### src/rtl/hazard_scoreboard_unit.sv
`default_nettype none
// ============================================================================
// hazard_scoreboard_unit : N-port bypass select, load-use and multi-cycle
// scoreboard hazard detection beside the EX stage.            Rev 1.0
// ============================================================================
module hazard_scoreboard_unit #(
  parameter int NUM_READ_PORTS = 3,
  parameter int NUM_FWD_STAGES = 2,
  parameter int NUM_REGS       = 32,
  parameter int MAX_LAT        = 7,
  parameter int STALL_CNT_W    = 32,
  localparam int REG_AW        = $clog2(NUM_REGS),
  localparam int CNT_W         = $clog2(MAX_LAT + 1),
  localparam int SEL_W         = $clog2(NUM_FWD_STAGES + 1)
) (
  input  logic                             clk,
  input  logic                             rst_n,
  input  logic [NUM_READ_PORTS*REG_AW-1:0] ex_rs_addr_i,
  input  logic [NUM_READ_PORTS-1:0]        ex_rs_used_i,
  input  logic [NUM_FWD_STAGES-1:0]        fwd_reg_write_i,
  input  logic [NUM_FWD_STAGES*REG_AW-1:0] fwd_rd_addr_i,
  input  logic [NUM_FWD_STAGES-1:0]        fwd_data_valid_i,
  input  logic                             issue_valid_i,
  input  logic [REG_AW-1:0]                issue_rd_i,
  input  logic [CNT_W-1:0]                 issue_lat_i,
  input  logic                             flush_i,
  output logic [NUM_READ_PORTS*SEL_W-1:0]  fwd_sel_o,
  output logic                             stall_o,
  output logic                             busy_o,
  output logic [STALL_CNT_W-1:0]           stall_cycles_o
);

  localparam int NUM_SLOTS = 1 << REG_AW;
  localparam logic [CNT_W-1:0] LAT_CAP = CNT_W'(MAX_LAT);

  logic [NUM_SLOTS*CNT_W-1:0]   cnt_flat;
  logic [NUM_READ_PORTS-1:0]    port_lu;
  logic [NUM_READ_PORTS-1:0]    port_raw;
  logic                         waw;
  logic                         issue_fire;
  logic                         load_en;
  logic [CNT_W-1:0]             lat_clamped;
  logic [STALL_CNT_W-1:0]       stall_cycles_q;

  for (genvar p = 0; p < NUM_READ_PORTS; p++) begin : g_port
    logic [REG_AW-1:0] rs_addr;
    logic [SEL_W-1:0]  win;
    logic              win_valid;
    logic              active;

    assign rs_addr = ex_rs_addr_i[p*REG_AW +: REG_AW];
    assign active  = ex_rs_used_i[p] && (rs_addr != '0);

    // Scan oldest to youngest so the youngest matching stage overwrites.
    always_comb begin
      win       = '0;
      win_valid = 1'b1;
      for (int k = NUM_FWD_STAGES; k >= 1; k--) begin
        if (fwd_reg_write_i[k-1] && (fwd_rd_addr_i[(k-1)*REG_AW +: REG_AW] == rs_addr)) begin
          win       = SEL_W'(k);
          win_valid = fwd_data_valid_i[k-1];
        end
      end
    end

    assign fwd_sel_o[p*SEL_W +: SEL_W] = active ? win : '0;
    assign port_lu[p]  = active && (win != '0) && !win_valid;
    assign port_raw[p] = active && (cnt_flat[rs_addr*CNT_W +: CNT_W] != '0);
  end

  assign waw         = issue_valid_i && (cnt_flat[issue_rd_i*CNT_W +: CNT_W] != '0);
  assign stall_o     = (|port_lu) || (|port_raw) || waw;
  assign issue_fire  = issue_valid_i && !stall_o && !flush_i;
  assign lat_clamped = (issue_lat_i > LAT_CAP) ? LAT_CAP : issue_lat_i;
  assign load_en     = issue_fire && (issue_rd_i != '0) && (issue_lat_i != '0);

  for (genvar r = 0; r < NUM_SLOTS; r++) begin : g_cnt
    if (r == 0 || r >= NUM_REGS) begin : g_zero
      assign cnt_flat[r*CNT_W +: CNT_W] = '0;
    end else begin : g_live
      logic [CNT_W-1:0] cnt_q;
      logic [CNT_W-1:0] cnt_d;

      always_comb begin
        cnt_d = cnt_q;
        if (flush_i) begin
          cnt_d = '0;
        end else if (load_en && (issue_rd_i == REG_AW'(r))) begin
          cnt_d = lat_clamped;
        end else if (cnt_q != '0) begin
          cnt_d = cnt_q - 1'b1;
        end
      end

      always_ff @(posedge clk or negedge rst_n) begin
        if (!rst_n) cnt_q <= '0;
        else        cnt_q <= cnt_d;
      end

      assign cnt_flat[r*CNT_W +: CNT_W] = cnt_q;
    end
  end

  assign busy_o = |cnt_flat;

  always_ff @(posedge clk or negedge rst_n) begin
    if (!rst_n) begin
      stall_cycles_q <= '0;
    end else if (stall_o && (stall_cycles_q != '1)) begin
      stall_cycles_q <= stall_cycles_q + 1'b1;
    end
  end

  assign stall_cycles_o = stall_cycles_q;

endmodule
`default_nettype wire

### config.mk
export PLATFORM = sky130hd
export DESIGN_NAME = hazard_scoreboard_unit
export DESIGN_NICKNAME = d
export VERILOG_FILES = /design/src/rtl/hazard_scoreboard_unit.sv
export SDC_FILE = /design/constraint.sdc
export NUM_CORES = 1
export LEC_CHECK = 0
export CAP_MARGIN = 20
export CORE_AREA = 2 2 144 146
export DETAILED_ROUTE_END_ITERATION = 6
export DIE_AREA = 0 0 146 148
export GPL_ROUTABILITY_DRIVEN = 0
export PLACE_DENSITY = 0.76
export SLEW_MARGIN = 20
export SYNTH_ARGS = -nofsm -noshare
export SYNTH_HDL_FRONTEND = slang
export SYNTH_SLANG_ARGS = --single-unit
### constraint.sdc
create_clock -name clk -period 4.2 [get_ports clk]
set_clock_uncertainty 0.2 [all_clocks]
set_input_delay 0.42 -clock clk [delete_from_list [all_inputs] [get_ports clk]]
set_output_delay 0.42 -clock clk [all_outputs]
set_load 0.005 [all_outputs]
Word level (Yosys, flattened, before mapping)
Cells that the tools add are included.

operators by class
  $add $sub $neg = 32
  $mul = 4
  order comparisons = 1
  eq/ne operators = 38
  shifts and indexed selects = 4
  multiplexer cells = 109
  reductions and logical operators = 139

operators by type and width
  kind                     count
  $shiftx A96 B8 Y3        4
  $mux W3                  94
  $reduce_bool A3 Y1       67
  $reduce_or A93 Y1        1
  $sub A3 B1 Y3 const B    31
  $eq A5 B5 Y1 const B     16
  $logic_and A1 B1 Y1      55
  $eq A5 B4 Y1 const B     8
  $add A32 B1 Y32 const B  1
  $ne A32 B32 Y1 const B   1
  $eq A5 B5 Y1             6
  $mul A5 B2 Y7 const B    4
  $eq A5 B3 Y1 const B     4
  $reduce_bool A5 Y1       4
  $mux W2                  9
  $eq A5 B2 Y1 const B     2
  $mux W1                  6
  $reduce_bool A2 Y1       3
  $reduce_or A3 Y1         2
  $eq A5 B1 Y1 const B     1
  $logic_not A1 Y1         5
  $gt A3 B3 Y1 const B     1
  $logic_or A1 B1 Y1       2

storage, ports and cells
  register bits = 125
  output and inout port bits = 40
  logic and storage cells = 359

Depth between registers and ports, before layout
Gate-level depths: netlist of run 1.

  depth in word-level cells = 18
  depth in mapped cells = 13
  depth with buffers taken out = 9

Least setup slack after synthesis of run 1
Ideal clock, no wire load.

  path type = input to register
  start = input port ex_rs_addr_i[1]
  end = register g_cnt[17].g_live.cnt_q[0]
  setup time = 0.128 ns
  arrival = 2.800 ns
  data required time = 3.872 ns
  path slack = 1.072 ns
  cell stages on the path = 11
  buffers on the path = 3
  cells stage by stage = clkbuf_1 > buf_2 > mux4_2 > a2111oi_0 > a211oi_1 > a211oi_1 > o2111a_2 > nand4_4 > buf_6 > nor2_4 > mux2_1

between the ends
  word-level cells in the longest chain between the ends = 18
  elaborated cells between the ends (all ways) = 31
  those cells by class = mul: 1; eq/ne: 2; shift: 1; mux: 6; reduce/logical: 21

ends and longest elaborated chain
  element                                                                RTL line  source
  start, declared                                                        18        input logic [NUM_READ_PORTS*REG_AW-1:0] ex_rs_addr_i,
  parallel branches: the longest is 8 deep, another holds $mul A5 B2 Y7  --
  $logic_or A1 B1 Y1 * (2 in a row)                                      72        assign stall_o = (|port_lu) || (|port_raw) || waw;
  $logic_not A1 Y1 *                                                     73        assign issue_fire = issue_valid_i && !stall_o && !flush_i;
  $logic_and A1 B1 Y1 * (2 in a row)                                     73
  $logic_and A1 B1 Y1 * (2 in a row)                                     75        assign load_en = issue_fire && (issue_rd_i != '0) && (issue_lat_i != '0);
  $logic_and A1 B1 Y1 *                                                  88        end else if (load_en && (issue_rd_i == REG_AW'(r))) begin
  $mux W3                                                                88
  $mux W3                                                                86        if (flush_i) begin
  end signal, assigned                                                   97        else cnt_q <= cnt_d;
  end, declared                                                          81        logic [CNT_W-1:0] cnt_q;

Mark *: on every way between the ends.
A chain may end at the register's enable or synchronous reset.

Worst setup path after layout of run 1
  start = input port ex_rs_addr_i[5]
  end = output port stall_o

between the ends
  word-level cells in the longest chain between the ends = 10
  elaborated cells between the ends (all ways) = 22
  those cells by class = mul: 1; eq/ne: 2; shift: 1; mux: 4; reduce/logical: 14

ends and longest elaborated chain
  element                                                                RTL line  source
  parallel branches: the longest is 8 deep, another holds $mul A5 B2 Y7  --
  $logic_or A1 B1 Y1 * (2 in a row)                                      72
  end, declared                                                          28        output logic stall_o,

Marks and branches as above.

==> impl_results.md, run 1 <==
- TNS Setup: 0 ns
- Critical-path cell list: clkdlybuf4s50_1 -> buf_4 -> mux4_2 -> or3b_1 -> o311ai_1 -> o2111ai_1 -> o2111a_2 -> nand2_1 -> clkdlybuf4s50_1
- Worst path max stage delay: approximately 0.61 ns
- Fraction of registers with async set/reset: 1.00
- Die H: ~150 um
- Initial Util: 0.494
- CP max-delay cell: clkdlybuf4s50_1
- Placed Cells: 1449
- Grt total ovfl: 0
- Netlist cell types: 63
- CTS tree: built
- Max-Cap Viols: 0
- Most common cell after layout, fill and taps aside: nor2_1
- Power density over cell area: 683 nW/um^2
- Antenna-violating nets left: 0
- Worst Setup Start Kind: primary input
- Critical path fanouts, max: 19
- Measured slew at the worst slew-check pin: 0.965 ns
- Top Family by Delay on Critical Path: buffers and inverters
- Post-CTS setup buffer count: 0
- Yosys Warn Count: 0
- Element type at the critical path end: output port
- Synthesized instance count: ~1100
- Vias in the first global route: approximately 8400
- I/O pin count: 84
- H-tree depth: 4
- Crit path required time: between 3 and 4 ns
- Hold WC Path Type: register to register
- Via count: approximately 8700
- CP Buf/Inv Count: 3
- DR iter-0 viols: approximately 800
- Max Slew Vio Count: 0
- Post-synthesis register bit count: between 100 and 150
- Initial antenna violation count: 1
- Post-synthesis cell area: 9900 um^2
- Ratio of cells with drive above 1 in the final layout: 0.153
- Worst-case clock buffer depth: 2
- Most common cell on crit path: clkdlybuf4s50_1
- Net Count, Synth: around 1200
- CTS clk-pin slew, worst paths: ~0.060 ns
- F_max: around 250 MHz
- # diodes: 0
- GRT Util Overall: 0.257
- Die ar.: between 20000 and 25000 um^2
- Leading cell types in the layout, fill and taps excluded: nor2_1, dfrtp_1, inv_1
- Average cell area after synthesis: between 8 and 9 um^2
- Routed Wire Length: 27400 um
- Final Hold Fails: 0
- Status: finished, final reports clean
- TritonCTS Buffers: 17
- DRC: 0
- Sequential area share after synthesis: 0.316
- Port buffer count: between 80 and 90
- Root buf cell: clkbuf_16
- Count of final setup violators: 0
- Kind of critical path: primary input to output port
- LEAKAGE: around 5.0 nW
- Worst vdd ir: around 0.00044 V
- Post-DP HPWL: between 15000 and 20000 um
- Final period utilization: 0.956
- Minimum clock period after layout: ~4 ns
- Core area: 20000 um^2
- First-pass GRT wire length: between 40000 and 50000 um
- Crit path DAT: 3.39 ns
- Post-detailed-route via-to-cell ratio: between 5 and 6
- Source of the worst hold timing path: stall_cycles_o[11]
- Reg2reg start: g_cnt[12].g_live.cnt_q[1]
- Final nets: about 1300
- Die W: ~150 um
- Max_slew headroom: 0.357
- CP startpoint: ex_rs_addr_i[5]
- Pin count of the biggest net entering global routing: 94
- Area Overhead vs Synth: 18.8%
- DR WL/cell: about 19 um
- Synth Flop Type: dfrtp_1
- Clock sink total: approximately 130
- Std cell rows: 52
- Layout Cells excl Fill: 1482
- RSZ-0062 raised after global routing: false
- EDFF count, synth: 0
- Clock Latency Late Sink: around 0.44 ns
- Router iterations before antenna repair: 5
==> synthesized netlist by cell type (all sizes together) (6+ instances only) <==
library cell	count	share of area
and2	6	0.0038
mux4	14	0.032
clkbuf	30	0.011
mux2	98	0.11
or3	7	0.0049
a311oi	7	0.0062
and3	14	0.0088
xnor2	36	0.032
nor2	195	0.089
nand2	26	0.010
a31oi	10	0.0063
nor2b	7	0.0044
buf	25	0.014
inv	104	0.039
nor4	31	0.020
dfrtp	125	0.32
nor3	46	0.026
a211oi	12	0.0091
a21oi	72	0.037
ha	63	0.080
xor2	56	0.050
o21ai	6	0.0034
nand4	22	0.015
a2111oi	13	0.011
nand3	36	0.018
==> cell type report <==
class | count | area, um^2
Clock buffer | 19 | 453
Inverter | 104 | 390
Sequential cell | 125 | 3130
Multi-Input combinational cell | 824 | 6160
Fill cell | 1771 | 8270
Tap cell | 270 | 338
Timing Repair Buffer | 127 | 1190
Clock inverter | 13 | 106
==> cells by family after synthesis <==
group,share of synthesized area
buf+inv,0.0643
mux,0.148
simple gates,0.221
flops,0.316
compound gates,0.0892
xor+xnor,0.0814
fa+ha+maj,0.0796
==> power by group <==
part / internal, mW / switching, mW / leakage [nW]
clock network: 0.798 / 0.600 / 0.267
registers: 1.65 / 0.571 / 1.65
logic: 2.06 / 2.37 / 3.09
==> what timing repair did <==
| item | CTS | global route |
|---|---|---|
| hold endpoints to repair | 60 | 0 |
| hold buffers | 1 | 0 |
| gates resized for setup | 0 | 0 |
==> registers in the layout, indices dropped and copies added (netlist names) <==
name	count
stall_cycles_o	32
g_cnt.g_live.cnt_q	93
==> worst register-to-register path: stages (launching register included) <==
cell and delay [ns]:
dfrtp_1 0.42, or3_1 0.44, mux4_2 0.52, a21oi_1 0.16, a31oi_1 0.06, o2111a_1 0.31, and4bb_2 0.34, nand2_2 0.23
buf_4 0.29, nor2_4 0.15, mux2_1 0.35
==> metrics by stage <==
| step | setup slack, ns | cell area (um^2) | hold slack, ns | power (mW) | utilization |
|---|---|---|---|---|---|
| final | 0.185 | 11800 | 0.300 | 8.04 | 0.587 |
| after global routing | 0.0793 | 11800 | 0.309 | 8.73 | 0.587 |
| after CTS | 0.219 | 11800 | 0.297 | 8.00 | 0.587 |
| after detailed placement | 0.180 | 11200 | 0.285 | 6.55 | 0.559 |
| after global placement | 0.228 | 11200 | 0.278 | 6.38 | 0.559 |
| after floorplan | 1.07 | 9900 | -0.0756 | 5.25 | - |
==> final timing paths <==
path                                              to  slack, ns  depth (start not counted)
setup / recovery                             stall_o       0.19                          9
hold / removal                    stall_cycles_o[11]       0.30                          1
setup reg to reg           g_cnt[13].g_live.cnt_q[0]       0.62                         10
hold reg to reg                   stall_cycles_o[11]       0.30                          1
max in group asynchronous  g_cnt[31].g_live.cnt_q[1]       2.52                          3
min in group asynchronous         stall_cycles_o[23]       0.44                          2
==> layer usage <==
metal	wire length (um)	share of wire	global-route usage
met3	2240	0.082	0.0565
met1	11700	0.43	0.337
met2	12700	0.46	0.416
met5	0	0	0
met4	780	0.028	0.102
Power figures use the tool's default switching activity.
==> inputs of run 2 (changes only) <==
--- a/config.mk
+++ b/config.mk
@@ -5,12 +5,13 @@
 export SDC_FILE = /design/constraint.sdc
 export NUM_CORES = 1
 export LEC_CHECK = 0
+export ABC_AREA = 1
 export CAP_MARGIN = 20
-export CORE_AREA = 2 2 144 146
+export CORE_AREA = 2 2 162 164
 export DETAILED_ROUTE_END_ITERATION = 6
-export DIE_AREA = 0 0 146 148
+export DIE_AREA = 0 0 164 166
 export GPL_ROUTABILITY_DRIVEN = 0
-export PLACE_DENSITY = 0.76
+export PLACE_DENSITY = 0.75
 export SLEW_MARGIN = 20
 export SYNTH_ARGS = -nofsm -noshare
 export SYNTH_HDL_FRONTEND = slang
==> constraint.sdc (replaced) <==
create_clock -name clk -period 4.5 [get_ports clk]
set_clock_uncertainty 0.2 [all_clocks]
set_input_delay 0.45 -clock clk [delete_from_list [all_inputs] [get_ports clk]]
set_output_delay 0.45 -clock clk [all_outputs]
set_load 0.005 [all_outputs]
==> run 2 against run 1 <==
Compared with the run above: the flow now finishes with violations (design-rule violations); core utilization down 2.8 points; total power is 7.2% lower; worst hold slack improved by 0.013 ns; largest cell class unchanged; highest routed layer unchanged.
==> impl_results.md, run 2 <==
- Status: finished with violations
- Violated checks: design-rule violations
- Pin count of the biggest net entering global routing: 94 (unchanged)
- Worst Setup Start Kind: primary input
- Crit path DAT: 3.44 ns (+0.05 ns)
- F_max: 244 MHz
- Hold WC Path Type: primary input to register
- Max-Cap Viols: 0 (unchanged)
- Clock Latency Late Sink: 0.44 ns (about the same)
- Post-DP HPWL: 30600 um (+53%)
- Top reg by flops: g_cnt.g_live.cnt_q
- Sequential area share after synthesis: 0.248 (-0.0676)
- Routed Wire Length: 43000 um (+57%)
- CTS clk-pin slew, worst paths: 0.06 ns (about the same)
- Cell with the most instances after synthesis: nand2_1
- Initial Util: 0.492 (-0.00237)
- Netlist cell types: 35 (-44%)
- Reg2reg start: g_cnt[2].g_live.cnt_q[2]
- Post-synthesis cell area: 12600 um^2 (+27%)
- DR iter-0 viols: 1999 (+140%)
- Final Hold Fails: 0 (unchanged)
- Minimum clock period after layout: roughly 4 ns
- R2r setup slk: 1.34 ns (+0.72 ns)
- TritonCTS Buffers: 17 (unchanged)
- Post-CTS setup buffer count: 0 (unchanged)
- Hold Path Depth: 4 (+3)
- Most frequent cells after synthesis: nand2_1, inv_1, nand4_1
- Worst path max stage delay: 0.64 ns (+0.03 ns)
- Hold buffers post-CTS: 1 (unchanged)
- Port buffer count: 83 (unchanged)
- Root buf cell: clkbuf_16
- Core area: 25600 um^2 (+28%)
- Max_slew headroom: 0.270 (-0.0862)
- GRT Util Overall: 0.317 (+0.0602)
- Clock sink total: 125 (unchanged)
- Post-synthesis register bit count: 125 (unchanged)
- DRC: 5 (+5)
- Synth top area share: 0.248 (-0.0676)
- Post-detailed-route via-to-cell ratio: 5.96 (+1.3%)
- Final nets: 2146 (+64%)
- DR WL/cell: 18.0 um (-2.6%)
- Std cell rows: 59 (+13%)
- Worst vdd ir: 0.000231 V (-48%)
- Max reg flops: 93 (unchanged)
- Max Slew Vio Count: 0 (unchanged)
- Fraction of registers with async set/reset: 1.00 (unchanged)
- Worst reg-to-reg path cell count: 16 (+6)
- Measured slew at the worst slew-check pin: 1.08 ns (+0.119 ns)
- Via count: 14235 (+63%)
- Antenna-violating nets left: 0 (unchanged)
- CTS tree: built
- Die W: 164 um (+12%)
- Cell accounting for the most synthesized area: dfrtp_1
- Vias in the first global route: 13111 (+56%)
- Final period utilization: 0.909
- Cts repair resizes: 0 (unchanged)
- Leading cell types in the layout, fill and taps excluded: nand2_1, inv_1, nand4_1
- Power density over cell area: 521 nW/um^2 (-24%)
- Ratio of cells with drive above 1 in the final layout: 0.0721 (-0.0805)
- Dpl ws: 0.537 ns (+0.357 ns)
- Yosys Warn Count: 0 (unchanged)
- Element type at the critical path end: output port
- Source of the worst hold timing path: flush_i
- Critical-path cell list: clkdlybuf4s50_1 -> inv_2 -> nand2_2 -> inv_1 -> o21ai_0 -> nand2_1 -> o21ai_0 -> nand2_1 -> nor2_1 -> nor2_1 -> nand2_1 -> nand2_2 -> nor2_8 -> nand2_2 -> clkdlybuf4s50_1
- Die ar.: 27200 um^2 (+26%)
- Net Count, Synth: 2099 (+73%)
- Initial antenna violation count: 0 (-1)
- # diodes: 0 (unchanged)
- Grt total ovfl: 0 (unchanged)
- Fillers: 2470 (+39%)
- Average cell area after synthesis: 6.32 um^2 (-29%)
- TNS Setup: 0 ns (unchanged)
- Area Overhead vs Synth: 13.6%
- Critical path fanouts, max: 17 (-2)
- Final Worst Setup Slack: 0.408 ns (+0.223 ns)
- RSZ-0062 raised after global routing: false
- Router iterations before antenna repair: 7 (+2)
- Synth top area cells: dfrtp_1, nand2_1, nand4_1
- Synthesized instance count: 1992 (+80%)
- I/O pin count: 84 (unchanged)
- Worst hold endpoint: g_cnt[3].g_live.cnt_q[2]
- Kind of critical path: primary input to output port
- Count of final setup violators: 0 (unchanged)
- H-tree depth: 4 (unchanged)
- First-pass GRT wire length: 69200 um (+56%)
- LEAKAGE: 7.18 nW (+43%)
- Die H: 166 um (+12%)
- CP max-delay cell: clkdlybuf4s50_1
- Synth Flop Type: dfrtp_1
- Most common cell after layout, fill and taps aside: nand2_1
- Crit path required time: 3.85 ns (+0.27 ns)
- R2R Path End: g_cnt[31].g_live.cnt_q[0]
- Worst-case clock buffer depth: 2 (unchanged)
- EDFF count, synth: 0 (unchanged)
[run 2: cell count changes in the layout (fill, tap and decap cells not counted), moves of 32 or more]
| cell | delta |
|---|---|
| a21oi_1 | -49 |
| xor2_1 | -32 |
| inv_1 | +122 |
| nand2_1 | +723 |
| nand3_1 | +68 |
| nand4_1 | +195 |
| mux2_1 | -45 |
| mux2_2 | -53 |
[run 2: cells by family (layout without fill, tap and decap cells)]
kind of cell | Yosys count | in the layout | synth area share
AO/OA/AOI/OAI | 107 | 107 | 0.0523
XOR/XNOR | 30 | 30 | 0.0209
adder cells (fa/ha/maj) | 63 | 63 | 0.0626
buffers and inverters | 323 | 383 | 0.106
flip-flops | 125 | 125 | 0.248
AND/OR/NAND/NOR | 1344 | 1344 | 0.509
[run 2: per-layer routing]
layer | vias up | share of wire | global-route usage
met5 | - | 0 | 0
met2 | 905 | 0.44 | 0.484
met1 | 6447 | 0.40 | 0.435
met3 | 187 | 0.11 | 0.0569
met4 | 0 | 0.051 | 0.149
li1 | 6696 | - | -
[run 2: worst max-delay path by stage]
stage,cells after the start,startpoint,slack (ns),to
after global routing,15,issue_rd_i[0],0.28,stall_o
after floorplan,16,issue_rd_i[1],1.95,stall_cycles_o[18]
after global placement,15,issue_rd_i[0],0.51,stall_o
final,15,issue_rd_i[1],0.41,stall_o
after detailed placement,15,issue_rd_i[0],0.54,stall_o
after CTS,15,issue_rd_i[0],0.50,stall_o
[run 2: layout make-up]
| class | count | area [um^2] | area share |
|---|---|---|---|
| clock buffers | 18 | 439 | 0.0307 |
| inverters | 240 | 901 | 0.0629 |
| flip-flops and latches | 125 | 3130 | 0.218 |
| repair buffers | 111 | 1120 | 0.0785 |
| clock inverters | 14 | 170 | 0.0119 |
| well taps | 335 | 419 | 0.0293 |
| multi-input cells | 1544 | 8140 | 0.568 |
[run 2: worst max-delay path, delay by kind of cell]
kind | cells | cell delay [ns]
compound gates | 2 | 0.29
simple gates | 9 | 1.25
buf+inv | 4 | 1.44
[run 2: stage by stage]
step	total power [mW]	hold slack [ns]	cell area (um^2)	instances	util
2_1_floorplan	4.65	-0.0456	12600	1992	-
3_5_place_dp	5.84	0.296	13700	2353	0.534
6_report	7.46	0.314	14300	2387	0.559
4_1_cts	7.36	0.313	14300	2386	0.558
5_1_grt	8.05	0.345	14300	2387	0.559
3_3_place_gp	5.75	0.297	13700	2353	0.534
[run 2: report_power, final]
part | internal (mW) | switching (mW) | total [mW]
sequential | 1.48 | 0.364 | 1.85
clock | 0.852 | 0.628 | 1.48
combinational | 1.45 | 2.69 | 4.13
